==> src/rtl/event_interval_monitor_pkg.sv <==
// event_interval_monitor_pkg: shared delay-type constants and monitor state encodings
package event_interval_monitor_pkg;

  typedef enum logic [1:0] {
    no_delay,
    fixed_delay,
    diff_delay,
    random_delay
  } delay_type_e;

  typedef enum logic {
    IDLE,
    ARMED
  } state_e;

endpackage

==> src/rtl/event_interval_monitor_sync_edge_detect.sv <==
// sync_edge_detect: multi-flop synchroniser followed by a rising-edge detector
module sync_edge_detect #(
  parameter int SYNC_STAGES = 2
) (
  input  logic clock,
  input  logic reset_n,
  input  logic async_in,
  output logic rise_pulse
);

  logic [SYNC_STAGES-1:0] sync_q, sync_d;
  logic                   prev_q, prev_d;

  // shift the raw input through the chain and remember the last synchronised level
  always_comb begin
    sync_d = {sync_q[SYNC_STAGES-2:0], async_in};
    prev_d = sync_q[SYNC_STAGES-1];
  end

  // synchroniser and history flops
  always_ff @(posedge clock or negedge reset_n) begin
    if (!reset_n) begin
      sync_q <= '0;
      prev_q <= 1'b0;
    end else begin
      sync_q <= sync_d;
      prev_q <= prev_d;
    end
  end

  assign rise_pulse = sync_q[SYNC_STAGES-1] & ~prev_q;

endmodule

==> src/rtl/event_interval_monitor.sv <==
// event_interval_monitor: measures event1-to-event2 intervals in clock cycles with limit checks and statistics
module event_interval_monitor
  import event_interval_monitor_pkg::*;
#(
  parameter int COUNT_WIDTH      = 8,
  parameter int MAX_DELAY_CYCLES = 20,
  parameter int MIN_DELAY_CYCLES = 0,
  parameter int SYNC_STAGES      = 2
) (
  input  logic                   clock,
  input  logic                   reset_n,
  input  logic                   enable,
  input  logic                   clear_stats,
  input  logic                   event1,
  input  logic                   event2,
  output logic [COUNT_WIDTH-1:0] interval,
  output logic                   interval_valid,
  output logic [COUNT_WIDTH-1:0] min_interval,
  output logic [COUNT_WIDTH-1:0] max_interval,
  output logic [COUNT_WIDTH-1:0] sample_count,
  output logic                   min_violation,
  output logic                   max_violation,
  output logic [COUNT_WIDTH-1:0] violation_count,
  output logic                   busy
);

  localparam logic [COUNT_WIDTH-1:0] ONES    = '1;
  localparam logic [COUNT_WIDTH-1:0] MAX_CNT = COUNT_WIDTH'(MAX_DELAY_CYCLES);
  localparam logic [COUNT_WIDTH+1:0] MIN_EXT = (COUNT_WIDTH+2)'(MIN_DELAY_CYCLES);

  logic                   e1_rise, e2_rise;
  state_e                 state_q, state_d;
  logic [COUNT_WIDTH-1:0] cnt_q, cnt_d;
  logic [COUNT_WIDTH-1:0] interval_q, interval_d;
  logic                   valid_q, valid_d;
  logic [COUNT_WIDTH-1:0] min_q, min_d;
  logic [COUNT_WIDTH-1:0] max_q, max_d;
  logic [COUNT_WIDTH-1:0] samples_q, samples_d;
  logic                   minv_q, minv_d;
  logic                   maxv_q, maxv_d;
  logic [COUNT_WIDTH-1:0] viol_q, viol_d;
  logic                   pub, timeout, short_pub;
  logic [COUNT_WIDTH-1:0] pub_val;
  logic [COUNT_WIDTH-1:0] min_b, max_b, samples_b, viol_b;
  logic [COUNT_WIDTH+1:0] min_diff;

  sync_edge_detect #(.SYNC_STAGES(SYNC_STAGES)) u_sync_e1 (
    .clock     (clock),
    .reset_n   (reset_n),
    .async_in  (event1),
    .rise_pulse(e1_rise)
  );

  sync_edge_detect #(.SYNC_STAGES(SYNC_STAGES)) u_sync_e2 (
    .clock     (clock),
    .reset_n   (reset_n),
    .async_in  (event2),
    .rise_pulse(e2_rise)
  );

  // measurement sequencing: arm on e1, publish on e2, give up after the max interval
  always_comb begin
    state_d = state_q;
    cnt_d   = cnt_q;
    pub     = 1'b0;
    timeout = 1'b0;
    pub_val = cnt_q + COUNT_WIDTH'(1);
    if (!enable) begin
      state_d = IDLE;
    end else if (state_q == IDLE) begin
      if (e1_rise && e2_rise) begin
        pub     = 1'b1;
        pub_val = '0;
      end else if (e1_rise) begin
        state_d = ARMED;
        cnt_d   = '0;
      end
    end else begin
      if (e2_rise) begin
        pub     = 1'b1;
        state_d = e1_rise ? ARMED : IDLE;
        cnt_d   = '0;
      end else if (e1_rise) begin
        cnt_d   = '0;
      end else if (cnt_q == MAX_CNT) begin
        timeout = 1'b1;
        state_d = IDLE;
      end else begin
        cnt_d   = cnt_q + COUNT_WIDTH'(1);
      end
    end
  end

  // statistics update; a coincident clear starts from the reset values so the new sample still counts
  always_comb begin
    min_diff   = MIN_EXT - {2'b00, pub_val};
    short_pub  = pub & ~min_diff[COUNT_WIDTH+1] & (|min_diff);
    min_b      = clear_stats ? ONES : min_q;
    max_b      = clear_stats ? '0 : max_q;
    samples_b  = clear_stats ? '0 : samples_q;
    viol_b     = clear_stats ? '0 : viol_q;
    interval_d = pub ? pub_val : interval_q;
    valid_d    = pub;
    min_d      = (pub && pub_val < min_b) ? pub_val : min_b;
    max_d      = (pub && pub_val > max_b) ? pub_val : max_b;
    samples_d  = (pub && samples_b != ONES) ? samples_b + COUNT_WIDTH'(1) : samples_b;
    minv_d     = short_pub;
    maxv_d     = timeout;
    viol_d     = ((short_pub || timeout) && viol_b != ONES) ? viol_b + COUNT_WIDTH'(1) : viol_b;
  end

  // state, counter and registered outputs
  always_ff @(posedge clock or negedge reset_n) begin
    if (!reset_n) begin
      state_q    <= IDLE;
      cnt_q      <= '0;
      interval_q <= '0;
      valid_q    <= 1'b0;
      min_q      <= ONES;
      max_q      <= '0;
      samples_q  <= '0;
      minv_q     <= 1'b0;
      maxv_q     <= 1'b0;
      viol_q     <= '0;
    end else begin
      state_q    <= state_d;
      cnt_q      <= cnt_d;
      interval_q <= interval_d;
      valid_q    <= valid_d;
      min_q      <= min_d;
      max_q      <= max_d;
      samples_q  <= samples_d;
      minv_q     <= minv_d;
      maxv_q     <= maxv_d;
      viol_q     <= viol_d;
    end
  end

  assign interval        = interval_q;
  assign interval_valid  = valid_q;
  assign min_interval    = min_q;
  assign max_interval    = max_q;
  assign sample_count    = samples_q;
  assign min_violation   = minv_q;
  assign max_violation   = maxv_q;
  assign violation_count = viol_q;
  assign busy            = (state_q == ARMED);

endmodule
==> config.mk <==
export PLATFORM = sky130hd
export DESIGN_NAME = event_interval_monitor
export DESIGN_NICKNAME = d
export VERILOG_FILES = /design/src/rtl/event_interval_monitor_pkg.sv /design/src/rtl/event_interval_monitor_sync_edge_detect.sv /design/src/rtl/event_interval_monitor.sv
export SDC_FILE = /design/constraint.sdc
export NUM_CORES = 1
export LEC_CHECK = 0
export ABC_AREA = 1
export CAP_MARGIN = 20
export CORE_MARGIN = 10
export CORE_UTILIZATION = 49
export CTS_CLUSTER_DIAMETER = 150
export DETAILED_ROUTE_END_ITERATION = 6
export GPL_TIMING_DRIVEN = 1
export PLACE_DENSITY = 0.77
export SLEW_MARGIN = 20
export SYNTH_ARGS = -nofsm -noshare
export SYNTH_HDL_FRONTEND = slang
export SYNTH_HIERARCHICAL = 1
export SYNTH_SLANG_ARGS = --single-unit
==> constraint.sdc <==
create_clock -name clock -period 2.2 [get_ports clock]
set_input_delay 0.55 -clock clock [delete_from_list [all_inputs] [get_ports clock]]
set_output_delay 0.55 -clock clock [all_outputs]
set_load 0.05 [all_outputs]
==> impl_results.md <==
* Status: complete, but fails checks
* Failing checks: negative setup slack
* Share of the synthesized area in the top cell type at 38.8%
* Worst r2r path cells at 12
* Biggest area consumer among synthesized cells: dfrtp_1
* Reg area at 0.00147 mm²
* CTS buffer count at 9
* DIE WIDTH at 101 µm
* Clk sinks at 58
* Fraction of registers with async set/reset at 100%
* Layout cells sized above 1 at 34.5%
* Reg-to-Reg End: max_interval[2]$_DFF_PN0_
* Starting density of the core at 50.5%
* CTS root buf: clkbuf_8
* DRT iter0 DRCs at 189
* Mean Syn Cell Area at 8.26 µm²
* Post-synth EDFFs at 0
* Worst hold margin at 116 ps
* Layout Utilization at 75.5%
* Number of synthesized register bits at 58
* Fin worst setup slack at -99.0 ps
* Buf+Inv Stages, Crit Path at 2
* Fin. max-slew vios at 0
* Hold crit path type: in2async
* FILL cells at 422
* CP Class: reg2reg
* Number of top-level pins at 50
* Post-place setup slack at -597 ps
* Final HPWL DP at 6460 µm
* Worst VDD drop at 0.000463 V
* Wire length of the first global-routing pass at 15,200 µm
* ANT cells at 0
* Least-Margin Pin Slew at 527 ps
* CTS tree: done
* Worst clock skew at 10.8 ps
* Layout area overhead at 49.3%
* Cts hold-fix bufs at 0
* Most frequent CP cell: nor2_2
* Final wirelength at 9300 µm
* Crit-path max cell delay at 400 ps
* CTS HTree Levels at 3
* Remaining global-route overflow at 0
* Netlist cell types at 37
* Critical Path Sink Type: flip-flop
* Synth Cell Area at 0.00323 mm²
* Routed vias at 3,128
* Initial antenna violation count at 0
* Crit start category: flip-flop
* Leakage at 2.38 nW
* Vias in the first global route at 3,163
* PortBufs at 49
* Number of nets in the layout at 544
* Clock Pin Slew Worst Setup and Hold Paths at 70 ps
* Final hold viol count at 0
* RSZ-0062 raised after global routing: yes
* Post-route DRC at 0
* DR vias/cell at 5.20
* Drt first pass iters at 5
* Register area share after synthesis at 45.3%
* Clk buf depth at 2
* Worst path required time at 2440 ps
* Post-DRT Antenna Nets at 0
* Crit share post-route at 105%
* Gpl congestion at 0.867
* Synth Instances at 391
* Crit path cell chain: nand3_2 -> nor2_2 -> nand4_1 -> xor2_2 -> nor2_2 -> ha_1 -> a21oi_1 -> o211ai_4 -> buf_4 -> buf_6 -> nand3_1 -> nand2_1
* Crit-path slowest cell: dfrtp_2
* Final instance area at 0.00482 mm²
* Placed cell areas at 0.00432 mm²
* Largest net degree at the start of global routing at 27
* Clock Latency Late Sink at 360 ps
* Ys Warns at 6
* Worst R2R Setup Slack at -100 ps
* Drt wl/cell at 15.5 µm
* Power Dens Cells at 492 mW/mm²
* DIE AREA at 0.0102 mm²
* CP max FO at 3
* Core area at 0.00639 mm²
* Num rows at 29
* CP top delay family: simple AND/OR/NAND/NOR gates
* Multi-input logic area at 0.00185 mm²
* Synth area leaders: dfrtp_1 39%, nand2_1 13%, ha_1 7.4%
* All-layer global routing usage at 18.3%
* RR Startpoint: cnt_q[0]$_DFFE_PN0P_
* Max-cap viol count at 0
* Slew headroom at 64.8%
* Height of the die at 101 µm
* Prevailing post-synth register cell: dfrtp_1
* Final Setup Violations at 12
* Synthesized Nets at 416
* Critical Path AT at 2540 ps
* Post-layout min period at 2300 ps
* Max Clk Rate at 0.435 GHz
==> per-layer routing <==
layer	vias to the layer above	wire length, µm	GRT usage, %
li1	1515	-	-
met1	1488	3930	21.8
met2	106	4570	30.4
met3	19	614	5.17
met4	0	194	7.82
met5	-	0	0
==> through the flow <==
step	total power (W)	setup TNS, ps	cells
after floorplan	0.00133	-614	391
after global placement	0.00145	-11820	575
after global routing	0.00246	-2300	601
after CTS	0.00235	-115	598
final	0.00237	-476	601
after detailed placement	0.00146	-13450	575
==> cells in the mapped netlist, types with 3 or more instances <==
master and n:
nand3_2 3, nor3_1 3, xor2_1 11, a21oi_1 5, dfrtp_1 50, nand2_2 6
o21ai_0 4, o21ai_1 7, nor2_2 5, xnor2_1 8, nand3_1 41, nand2_1 110
nand4_1 7, ha_1 19, clkbuf_1 3, inv_1 48, nor2_1 30, dfstp_2 8
==> power breakdown <==
part	leakage, nW	switching (W)	internal [W]
clock network	0.0851	0.000453	0.000432
logic	1.54	0.000225	0.000140
registers	0.758	0.0000189	0.00110
total	2.38	0.000697	0.00167
==> repair_timing <==
action / 4_1_cts / 5_1_grt
gates cloned: 3 / 0
setup buffers: 4 / 3
endpoints found under the hold margin: 0 / 0
pin swaps: 16 / 15
setup endpoints to repair: 17 / 19
gates resized for setup: 25 / 33
==> sequential cells by signal, indices dropped and copies added (netlist names) <==
register,cells
u_sync_e2/prev_q,1
min_interval,8
max_interval,8
interval,8
min_violation,1
violation_count,8
max_violation,1
u_sync_e2/sync_q,2
interval_valid,1
busy,1
sample_count,8
u_sync_e1/prev_q,1
cnt_q,8
u_sync_e1/sync_q,2
==> cells in the final DEF (no fill, tap or decap), types with 2 or more instances in the layout <==
| cell type | n |
|---|---|
| buf_4 | 75 |
| ha_1 | 13 |
| nor3_1 | 3 |
| xor2_2 | 4 |
| buf_6 | 5 |
| a21oi_2 | 3 |
| xnor2_1 | 8 |
| dfstp_2 | 8 |
| dfrtp_1 | 47 |
| clkdlybuf4s50_1 | 35 |
| nand3_2 | 13 |
| dlymetal6s2s_1 | 2 |
| dfrtp_2 | 3 |
| nand2_1 | 105 |
| nor2_4 | 4 |
| nor2_1 | 25 |
| nor2_2 | 7 |
| clkbuf_8 | 10 |
| o21ai_2 | 3 |
| nand2_2 | 9 |
| o21ai_0 | 3 |
| a21oi_1 | 2 |
| xor2_1 | 7 |
| o21ai_1 | 6 |
| clkinvlp_4 | 2 |
| clkinv_2 | 3 |
| nand2_4 | 5 |
| nand3_1 | 30 |
| inv_2 | 6 |
| nand4_1 | 7 |
| dlygate4sd2_1 | 2 |
| inv_1 | 42 |
| ha_4 | 6 |
==> cell type report <==
class / instances / share of cell area [%]
clock buffer: 11 / 2.93
clock inverter: 5 / 0.623
inverter: 50 / 4.05
multi-input combinational: 279 / 38.5
sequential: 58 / 30.4
tap: 77 / 2.00
timing repair buffer: 121 / 21.5
==> how the worst max path moves through the flow <==
stage | from | end | slack [ps] | cells after the start
global route | cnt_q[0]$_DFFE_PN0P_ | max_interval[2]$_DFF_PN0_ | -200 | 12
finish | cnt_q[0]$_DFFE_PN0P_ | max_interval[2]$_DFF_PN0_ | -100 | 12
CTS | cnt_q[0]$_DFFE_PN0P_ | max_interval[1]$_DFF_PN0_ | -30 | 13
floorplan | clear_stats | max_interval[0]$_DFF_PN0_ | -90 | 13
global placement | enable | min_interval[7]$_DFF_PN1_ | -510 | 11
detailed placement | enable | min_interval[3]$_DFF_PN1_ | -600 | 11
==> cells by family (layout without fill, tap and decap cells) <==
logic type	Yosys count	in the layout	synth area share, %
AND/OR/NAND/NOR	214	216	30.2
AO/OA/AOI/OAI	23	24	4.92
other	1	1	0.116
flip-flops	58	58	45.3
XOR/XNOR	19	19	5.16
adder cells (fa/ha/maj)	19	19	7.36
buffers and inverters	57	187	6.94
No activity file was read; power rests on OpenSTA's default activity.
